--- config.mk ---
export PLATFORM = sky130hd
export DESIGN_NAME = vedic_mult_pipe_flat
export DESIGN_NICKNAME = d
export VERILOG_FILES = /design/src/rtl/vedic_mult_pipe_if.sv /design/src/rtl/vedic_mult_pipe.sv /design/src/flat_wrapper.sv
export SDC_FILE = /design/constraint.sdc
export NUM_CORES = 1
export LEC_CHECK = 0
export ABC_CLOCK_PERIOD_IN_PS = 3800
export BUFFER_PORTS_ARGS = -buffer_cell sky130_fd_sc_hd__clkbuf_2
export CORE_MARGIN = 2
export CORE_UTILIZATION = 53
export CTS_CLUSTER_SIZE = 28
export DETAILED_ROUTE_END_ITERATION = 10
export GPL_TIMING_DRIVEN = 0
export PLACE_DENSITY = 0.79
export SLEW_MARGIN = 20
export SYNTH_ARGS = -nofsm -noshare
export SYNTH_HDL_FRONTEND = slang
export SYNTH_SLANG_ARGS = --single-unit
--- constraint.sdc ---
create_clock -name clk -period 3.8 [get_ports clk]
set_input_delay 0.19 -clock clk [delete_from_list [all_inputs] [get_ports clk]]
set_output_delay 0.19 -clock clk [all_outputs]
set_load 0.02 [all_outputs]
--- src/rtl/vedic_mult_pipe_if.sv ---
// Operand/product bus for the pipelined Vedic multiplier.
//
// Handshake: a transfer happens on a rising clk edge when valid and ready are
// both high on that channel. A producer holds valid and its payload until the
// transfer. in_ready never depends combinationally on in_valid. out_valid and
// out_product stay stable while out_valid=1 and out_ready=0.
interface vedic_mult_pipe_if #(
  parameter int WIDTH = 8
) ();
  logic               in_valid;
  logic               in_ready;
  logic               in_signed;
  logic [WIDTH-1:0]   in_a;
  logic [WIDTH-1:0]   in_b;
  logic               out_valid;
  logic               out_ready;
  logic [2*WIDTH-1:0] out_product;

  // Producer of operands / consumer of products
  modport master (
    output in_valid, in_signed, in_a, in_b, out_ready,
    input  in_ready, out_valid, out_product
  );

  // The multiplier itself
  modport slave (
    input  in_valid, in_signed, in_a, in_b, out_ready,
    output in_ready, out_valid, out_product
  );
endinterface

--- src/rtl/vedic_mult_pipe.sv ---
// 3-stage pipelined Urdhva-Tiryagbhyam multiplier, signed or unsigned per
// transaction. S1 registers sign and magnitudes, S2 registers the four half-width
// Vedic sub-products, S3 recombines, applies the sign and drives the output.
// A single global stall (output valid but not taken) freezes every stage.
module vedic_mult_pipe #(
  parameter int WIDTH = 8
) (
  input logic              clk,
  input logic              rst_n,
  vedic_mult_pipe_if.slave bus
);

  localparam int H  = WIDTH / 2;   // half-operand width
  localparam int D  = H / 2;       // number of 2-bit digits in a half operand
  localparam int LV = $clog2(D);   // combine levels above the 2x2 base

  // 2x2 base: vertical (bit0*bit0, bit1*bit1) and crosswise terms
  function automatic logic [3:0] mul2(input logic [1:0] x, input logic [1:0] y);
    logic v0, c0, c1, v1, cr;
    v0 = x[0] & y[0];
    c0 = x[1] & y[0];
    c1 = x[0] & y[1];
    v1 = x[1] & y[1];
    cr = c0 & c1;
    return {v1 & cr, v1 ^ cr, c0 ^ c1, v0};
  endfunction

  // HxH Vedic product. The recursive split (lo*lo + (hi*lo + lo*hi) << n/2 +
  // hi*hi << n) is unrolled bottom-up: level 0 holds the 2x2 digit products,
  // each later level merges 2x2 blocks of the previous one.
  function automatic logic [2*H-1:0] vedic_hxh(input logic [H-1:0] x, input logic [H-1:0] y);
    logic [2*H-1:0] cur [D][D];
    logic [2*H-1:0] nxt [D][D];
    for (int i = 0; i < D; i++) begin
      for (int j = 0; j < D; j++) begin
        cur[i][j]      = '0;
        cur[i][j][3:0] = mul2(x[2*i +: 2], y[2*j +: 2]);
      end
    end
    for (int l = 0; l < LV; l++) begin
      nxt = cur;
      for (int i = 0; i < (D >> (l + 1)); i++) begin
        for (int j = 0; j < (D >> (l + 1)); j++) begin
          nxt[i][j] = cur[2*i][2*j]
                    + ((cur[2*i+1][2*j] + cur[2*i][2*j+1]) << (2 << l))
                    + (cur[2*i+1][2*j+1] << (4 << l));
        end
      end
      cur = nxt;
    end
    return cur[0][0];
  endfunction

  logic stall;

  logic               sg_in;
  logic [WIDTH-1:0]   ma_in, mb_in;

  logic               s1_valid, s1_sg;
  logic [WIDTH-1:0]   s1_ma, s1_mb;

  logic               s2_valid, s2_sg;
  logic [WIDTH-1:0]   s2_ll, s2_hl, s2_lh, s2_hh;

  logic               s3_valid;
  logic [2*WIDTH-1:0] s3_product;

  logic [2*WIDTH-1:0] p_sum;

  assign stall         = s3_valid & ~bus.out_ready;
  assign bus.in_ready  = ~stall;
  assign bus.out_valid = s3_valid;
  assign bus.out_product = s3_product;

  // Sign flag and operand magnitudes; -2^(WIDTH-1) negates to itself, which
  // read unsigned is the correct magnitude.
  always_comb begin
    sg_in = bus.in_signed & (bus.in_a[WIDTH-1] ^ bus.in_b[WIDTH-1]);
    ma_in = (bus.in_signed && bus.in_a[WIDTH-1]) ? -bus.in_a : bus.in_a;
    mb_in = (bus.in_signed && bus.in_b[WIDTH-1]) ? -bus.in_b : bus.in_b;
  end

  // Recombine sub-products. The exact sum fits in 2*WIDTH bits, so computing
  // modulo 2^(2*WIDTH) loses nothing.
  always_comb begin
    p_sum = {{WIDTH{1'b0}}, s2_ll}
          + (({{WIDTH{1'b0}}, s2_hl} + {{WIDTH{1'b0}}, s2_lh}) << H)
          + {s2_hh, {WIDTH{1'b0}}};
  end

  // Pipeline registers: all stages advance together unless stalled; bubbles
  // move as invalid slots and data registers only load behind a valid slot.
  always_ff @(posedge clk or negedge rst_n) begin
    if (!rst_n) begin
      s1_valid   <= 1'b0;
      s1_sg      <= 1'b0;
      s1_ma      <= '0;
      s1_mb      <= '0;
      s2_valid   <= 1'b0;
      s2_sg      <= 1'b0;
      s2_ll      <= '0;
      s2_hl      <= '0;
      s2_lh      <= '0;
      s2_hh      <= '0;
      s3_valid   <= 1'b0;
      s3_product <= '0;
    end else if (!stall) begin
      s1_valid <= bus.in_valid;
      if (bus.in_valid) begin
        s1_sg <= sg_in;
        s1_ma <= ma_in;
        s1_mb <= mb_in;
      end
      s2_valid <= s1_valid;
      if (s1_valid) begin
        s2_sg <= s1_sg;
        s2_ll <= vedic_hxh(s1_ma[H-1:0],     s1_mb[H-1:0]);
        s2_hl <= vedic_hxh(s1_ma[WIDTH-1:H], s1_mb[H-1:0]);
        s2_lh <= vedic_hxh(s1_ma[H-1:0],     s1_mb[WIDTH-1:H]);
        s2_hh <= vedic_hxh(s1_ma[WIDTH-1:H], s1_mb[WIDTH-1:H]);
      end
      s3_valid <= s2_valid;
      if (s2_valid) begin
        // A zero magnitude negates to zero, so sign never corrupts 0
        s3_product <= s2_sg ? -p_sum : p_sum;
      end
    end
  end

endmodule

--- src/flat_wrapper.sv ---
// flat-port wrapper written by rule: the top's interface ports become plain ports
module vedic_mult_pipe_flat 
#(
  parameter int WIDTH = 8
)
  (clk, rst_n, bus_in_valid, bus_in_signed, bus_in_a, bus_in_b, bus_out_ready, bus_in_ready, bus_out_valid, bus_out_product);
  vedic_mult_pipe_if #(.WIDTH(WIDTH)) bus_i ();
  input logic clk;
  input logic rst_n;
  input wire logic [$bits(bus_i.in_valid)-1:0] bus_in_valid;
  input wire logic [$bits(bus_i.in_signed)-1:0] bus_in_signed;
  input wire logic [$bits(bus_i.in_a)-1:0] bus_in_a;
  input wire logic [$bits(bus_i.in_b)-1:0] bus_in_b;
  input wire logic [$bits(bus_i.out_ready)-1:0] bus_out_ready;
  output wire logic [$bits(bus_i.in_ready)-1:0] bus_in_ready;
  output wire logic [$bits(bus_i.out_valid)-1:0] bus_out_valid;
  output wire logic [$bits(bus_i.out_product)-1:0] bus_out_product;
  assign bus_i.in_valid = bus_in_valid;
  assign bus_i.in_signed = bus_in_signed;
  assign bus_i.in_a = bus_in_a;
  assign bus_i.in_b = bus_in_b;
  assign bus_i.out_ready = bus_out_ready;
  assign bus_in_ready = bus_i.in_ready;
  assign bus_out_valid = bus_i.out_valid;
  assign bus_out_product = bus_i.out_product;
  vedic_mult_pipe #(.WIDTH(WIDTH)) u_core (.clk(clk), .rst_n(rst_n), .bus(bus_i));
endmodule
# Word-level counts from Yosys, hierarchy flattened
# Index checks and enable logic that the tools add are counted.
# word_totals
ff_bits	69
in_bits	21
elab_cells	171
# classes
n_addsub	18
n_mux	3
n_bitwise	133
n_reduce_logical	5
# ops
op	count
1-bit AND	98
1-bit bitwise XOR	33
4-bit by 8-bit adder with 8-bit output	4
8-bit adder	4
4-bit by 4-bit adder with 5-bit output	4
16-bit adder	1
8-bit by 16-bit adder with 16-bit output	1
16-bit two-way mux	1
8-bit two-way mux	2
16-bit negator	1
8-bit negator	2
8-bit by 8-bit adder with 9-bit output	1
2-bit AND reduction	3
1-bit logical AND	2
1-bit inverter	2

# Logic depth before layout (Yosys ltp)
# logic_depth
depth_word	6
depth_mapped	18
depth_no_buf	18

# Worst setup path before layout
# No wires, ideal clock.
# synth_timing
path_kind	reg2reg
startpoint	register u_core.s2_lh[0]
endpoint	register u_core.s3_product[14] (netlist: u_core.bus.out_product[14])
arrival_ps	3471
setup_slack_ps	200
stages_incl_launch_ff	16
path_cell_list	dfrtp_1 > ha_1 > inv_1 > fa_1 > nor2b_1 > o21ai_0 > a21boi_0 > nor2_1 > ha_1 > nor2b_4 > a221o_1 > a211oi_2 > or4b_4 > o41ai_2 > xnor2_1 > o21ai_1
# synth_via
elab_chain_cells	5
# synth_rtl
item	line	text
start, declared	vedic_mult_pipe.sv:63	logic [WIDTH-1:0] s2_ll, s2_hl, s2_lh, s2_hh;
start signal, assigned	vedic_mult_pipe.sv:119	s2_lh <= vedic_hxh(s1_ma[H-1:0], s1_mb[WIDTH-1:H]);
8-bit by 8-bit adder with 9-bit output *	vedic_mult_pipe.sv:87	+ (({{WIDTH{1'b0}}, s2_hl} + {{WIDTH{1'b0}}, s2_lh}) << H)
8-bit by 16-bit adder with 16-bit output *	vedic_mult_pipe.sv:87	
16-bit adder *	vedic_mult_pipe.sv:88	+ {s2_hh, {WIDTH{1'b0}}};
16-bit negator	vedic_mult_pipe.sv:125	s3_product <= s2_sg ? -p_sum : p_sum;
16-bit two-way mux *	vedic_mult_pipe.sv:125	
end signal, assigned	vedic_mult_pipe.sv:125	
end, declared	vedic_mult_pipe.sv:66	logic [2*WIDTH-1:0] s3_product;
# Mark *: on every way between the ends. The rest lies on a longest branch, timed or not.
# A chain may end at the register's enable or synchronous reset.

# Worst setup path after layout
# layout_timing
startpoint	register u_core.s2_hl[0]
endpoint	register u_core.s3_product[14] (netlist: u_core.bus.out_product[14])
# layout_via
elab_chain_cells	5
# layout_rtl
item	line	text
start, declared	vedic_mult_pipe.sv:63	
start signal, assigned	vedic_mult_pipe.sv:118	s2_hl <= vedic_hxh(s1_ma[WIDTH-1:H], s1_mb[H-1:0]);
8-bit by 8-bit adder with 9-bit output *	vedic_mult_pipe.sv:87	
8-bit by 16-bit adder with 16-bit output *	vedic_mult_pipe.sv:87	
16-bit adder *	vedic_mult_pipe.sv:88	
16-bit negator	vedic_mult_pipe.sv:125	
16-bit two-way mux *	vedic_mult_pipe.sv:125	
# Marked as above.

==> impl_metrics.py <==
metrics = {
    "run_status": {
        "status": "finished clean",
    },
    "routing": {
        "wl_met1_um": 5330,
        "wl_met3_um": 372,
        "wl_per_cell_um": 15.1,
        "drtPass1Iterations": 4,
        "vias_per_cell": 5.64,
        "wl_met2_um": 6580,
        "vias": 4678,
        "initialDrtViolationCount": 207,
        "routed_wl_um": 12600,
        "drc": 0,
        "highest-signal-layer": "met4",
        "ant_nets": 0,
    },
    "timing": {
        "drv_slew": 0,
        "rsz0062_at_grt": "yes",
        "setup_viol": 0,
        "tightestPinTransition_ps": 594,
        "worst_slack_ps": 20.6,
        "slew_headroom": 0.594,
        "fmax_mhz": 265,
        "fin_skew_ps": 4.31,
        "fin_crit_sh": 0.995,
        "hold_violations": 0,
        "finalCriticalPeriod_ps": 3780,
    },
    "power_and_ir_drop": {
        "p_sw_frac": 0.460,
        "leakagePower_uw": 0.00343,
        "internal-power_uw": 2890,
        "pwr-share-seq": 0.238,
        "cellPowerDensity_mw_per_mm2": 812,
        "combPwrFrac": 0.633,
        "ir_drop_v": 0.000445,
        "switching_power_uw": 2460,
        "p_total_uw": 5350,
        "p_clk_frac": 0.129,
    },
    "grt": {
        "grt_pass1_wl_um": 21000,
        "grt_usage": 0.226,
        "grt_overflow": 0,
        "grt_pass1_vias": 4644,
        "antenna_found_initial": 0,
        "grt_start_max_net_pins": 44,
    },
    "layout": {
        "seqCellArea_mm2": 0.00173,
        "area_delta_synth_final_pct": 13.7,
        "fillers": 936,
        "nets": 806,
        "diodes": 0,
        "drive_gt1_frac": 0.145,
        "multiInputGateArea_mm2": 0.00405,
    },
    "logic_synthesis": {
        "ys_ff_latch": 69,
        "synth-edff-count": 0,
        "yosysTopAreaCellShare": 0.298,
        "avgSynthCellArea_um2": 9.25,
        "synthDistinctLibCells": 49,
        "synthMostInstantiatedCell": "ha_1",
        "synth_top_cell_by_area": "dfrtp_1",
        "synth_seq_area_share": 0.298,
        "synth_area_mm2": 0.00580,
        "syn_nets": 748,
        "async_flop_share": 1.00,
        "synth_area_leaders": "dfrtp_1 30%, ha_1 19%, and2_1 6.8%",
        "syn_inst": 627,
        "yosysWarnings": 0,
        "synth_common_cells": "90 x ha_1, 78 x nand2_1, 69 x dfrtp_1, 63 x and2_1, 62 x o21ai_0",
        "synth-main-ff-cell": "dfrtp_1",
    },
    "cts": {
        "path_clk_slew_ps": 80,
        "cts_sinks": 69,
        "ctsHtreeMaxLevel": 3,
        "cts_tree": "yes",
        "root_buffer": "clkbuf_8",
        "cts_made_buffers": 9,
        "clock_path_buffers": 2,
        "clk_latency_ps": 360,
    },
    "worst_setup_path": {
        "critPathLaunchType": "register",
        "required_ps": 4040,
        "cp_max_fo": 5,
        "cp.arrival_ps": 4020,
        "crit_path_end_kind": "register",
        "critical_path_class": "reg -> reg",
    },
    "place": {
        "pre_cts_slack_ps": -227,
        "routabilityCongestion": 0.838,
        "port_buffers": 37,
        "hpwl_um": 9660,
    },
    "die": {
        "rows": 38,
        "die_w_um": 109,
        "die_area_mm2": 0.0118,
        "num_io_pins": 39,
        "core_mm2": 0.0107,
        "initial_core_util": 0.539,
        "chipHeight_um": 109,
    },
    "worst_hold_path": {
        "hold_path_class": "in -> reg",
    },
    "job": {
        "cap_violations": 0,
    },
}
## critical path: stages, from the launching register on
cell      delay [ps]
dfrtp_1          370
ha_2             190
inv_2             40
fa_2             350
nor2b_1          130
o21ai_1           80
a21boi_1         210
o21a_1           170
nor2_1            50
xnor2_1          240
ha_1             290
a21o_1           230
a2111o_1         360
a21oi_2          230
o211ai_1         190
o41ai_4          240
xnor2_1          170
o21ai_1          100
## per-stage QoR
stage	std cells	utilization	hold slack, ps	cell area (um^2)	setup TNS, ps
2_1_floorplan	627	-	-106	5800	0
3_3_place_gp	804	0.573	462	6160	-324
3_5_place_dp	805	0.575	157	6180	-652
4_1_cts	823	0.599	105	6430	-50.7
5_1_grt	830	0.614	130	6590	-646
6_report	830	0.614	99.7	6590	0
## cell usage in the layout, fill, tap and decap left out, drive strengths merged, types with 5 or more instances in the layout
| cell | instances |
|---|---|
| ha | 90 |
| nand2 | 78 |
| dfrtp | 69 |
| and2 | 63 |
| o21ai | 63 |
| clkbuf | 60 |
| xnor2 | 30 |
| xor2 | 27 |
| inv | 25 |
| nor2 | 24 |
| a21oi | 24 |
| a21o | 20 |
| nand3 | 14 |
| mux2 | 13 |
| fa | 10 |
| buf | 9 |
| nor2b | 6 |
| or3 | 5 |
## power groups by stage
stage / logic, uW / registers (uW) / clock network (uW)
after floorplan: 2180 / 1270 / 0
after global placement: 2750 / 1260 / 0
after detailed placement: 2870 / 1280 / 0
after CTS: 2980 / 1260 / 694
after global routing: 3770 / 1310 / 727
final: 3390 / 1270 / 688
## registers in the layout, indices dropped and copies added, names as in the netlist
| register | count |
|---|---|
| u_core.bus.out_product | 16 |
| u_core.bus.out_valid | 1 |
| u_core.s1_ma | 8 |
| u_core.s1_mb | 8 |
| u_core.s1_sg | 1 |
| u_core.s1_valid | 1 |
| u_core.s2_hh | 8 |
| u_core.s2_hl | 8 |
| u_core.s2_lh | 8 |
| u_core.s2_ll | 8 |
| u_core.s2_sg | 1 |
| u_core.s2_valid | 1 |
## timing repair
| action | 4_1_cts | 5_1_grt |
|---|---|---|
| endpoints found under the setup margin | 5 | 6 |
| setup buffers | 1 | 7 |
| hold buffers | 1 | 0 |
| endpoints found under the hold margin | 26 | 0 |
| pin swaps | 3 | 20 |
| resized for setup | 4 | 25 |
| gates cloned | 0 | 0 |
## worst paths after layout
kind | startpoint | endpoint | slack (ps) | depth (start not counted)
max | u_core.s2_hl[0] | u_core.bus.out_product[14] | 20 | 17
min | bus_in_a[0] | u_core.s1_ma[0] | 100 | 3
max reg2reg | u_core.s2_hl[0] | u_core.bus.out_product[14] | 20 | 17
min reg2reg | u_core.bus.out_product[10] | u_core.bus.out_product[10] | 490 | 2
max in group asynchronous | rst_n | u_core.s1_mb[3] | 2950 | 3
min in group asynchronous | rst_n | u_core.bus.out_product[15] | 300 | 2
## metal layers
layer | up-vias | track usage
met5 | - | 0
met4 | 0 | 0.0778
met1 | 2264 | 0.256
met2 | 86 | 0.425
met3 | 26 | 0.0356
li1 | 2302 | -
## layout make-up
type	instances	share of cell area
repair buffers	47	0.0421
well taps	140	0.0266
clock inverters	7	0.0148
inverters	23	0.0131
clock buffers	9	0.0188
multi-input cells	521	0.615
flip-flops and latches	69	0.262
plain buffers	14	0.00797
## kinds of logic after synthesis
kind of cell,after synthesis,share of synthesized area
AND/OR/NAND/NOR,205,0.178
AO/OA/AOI/OAI,143,0.155
adder cells (fa/ha/maj),100,0.229
flip-flops,69,0.298
XOR/XNOR,57,0.0861
buffers and inverters,37,0.0240
multiplexers,16,0.0304
Note: power is estimated with default switching activity, not from simulation.
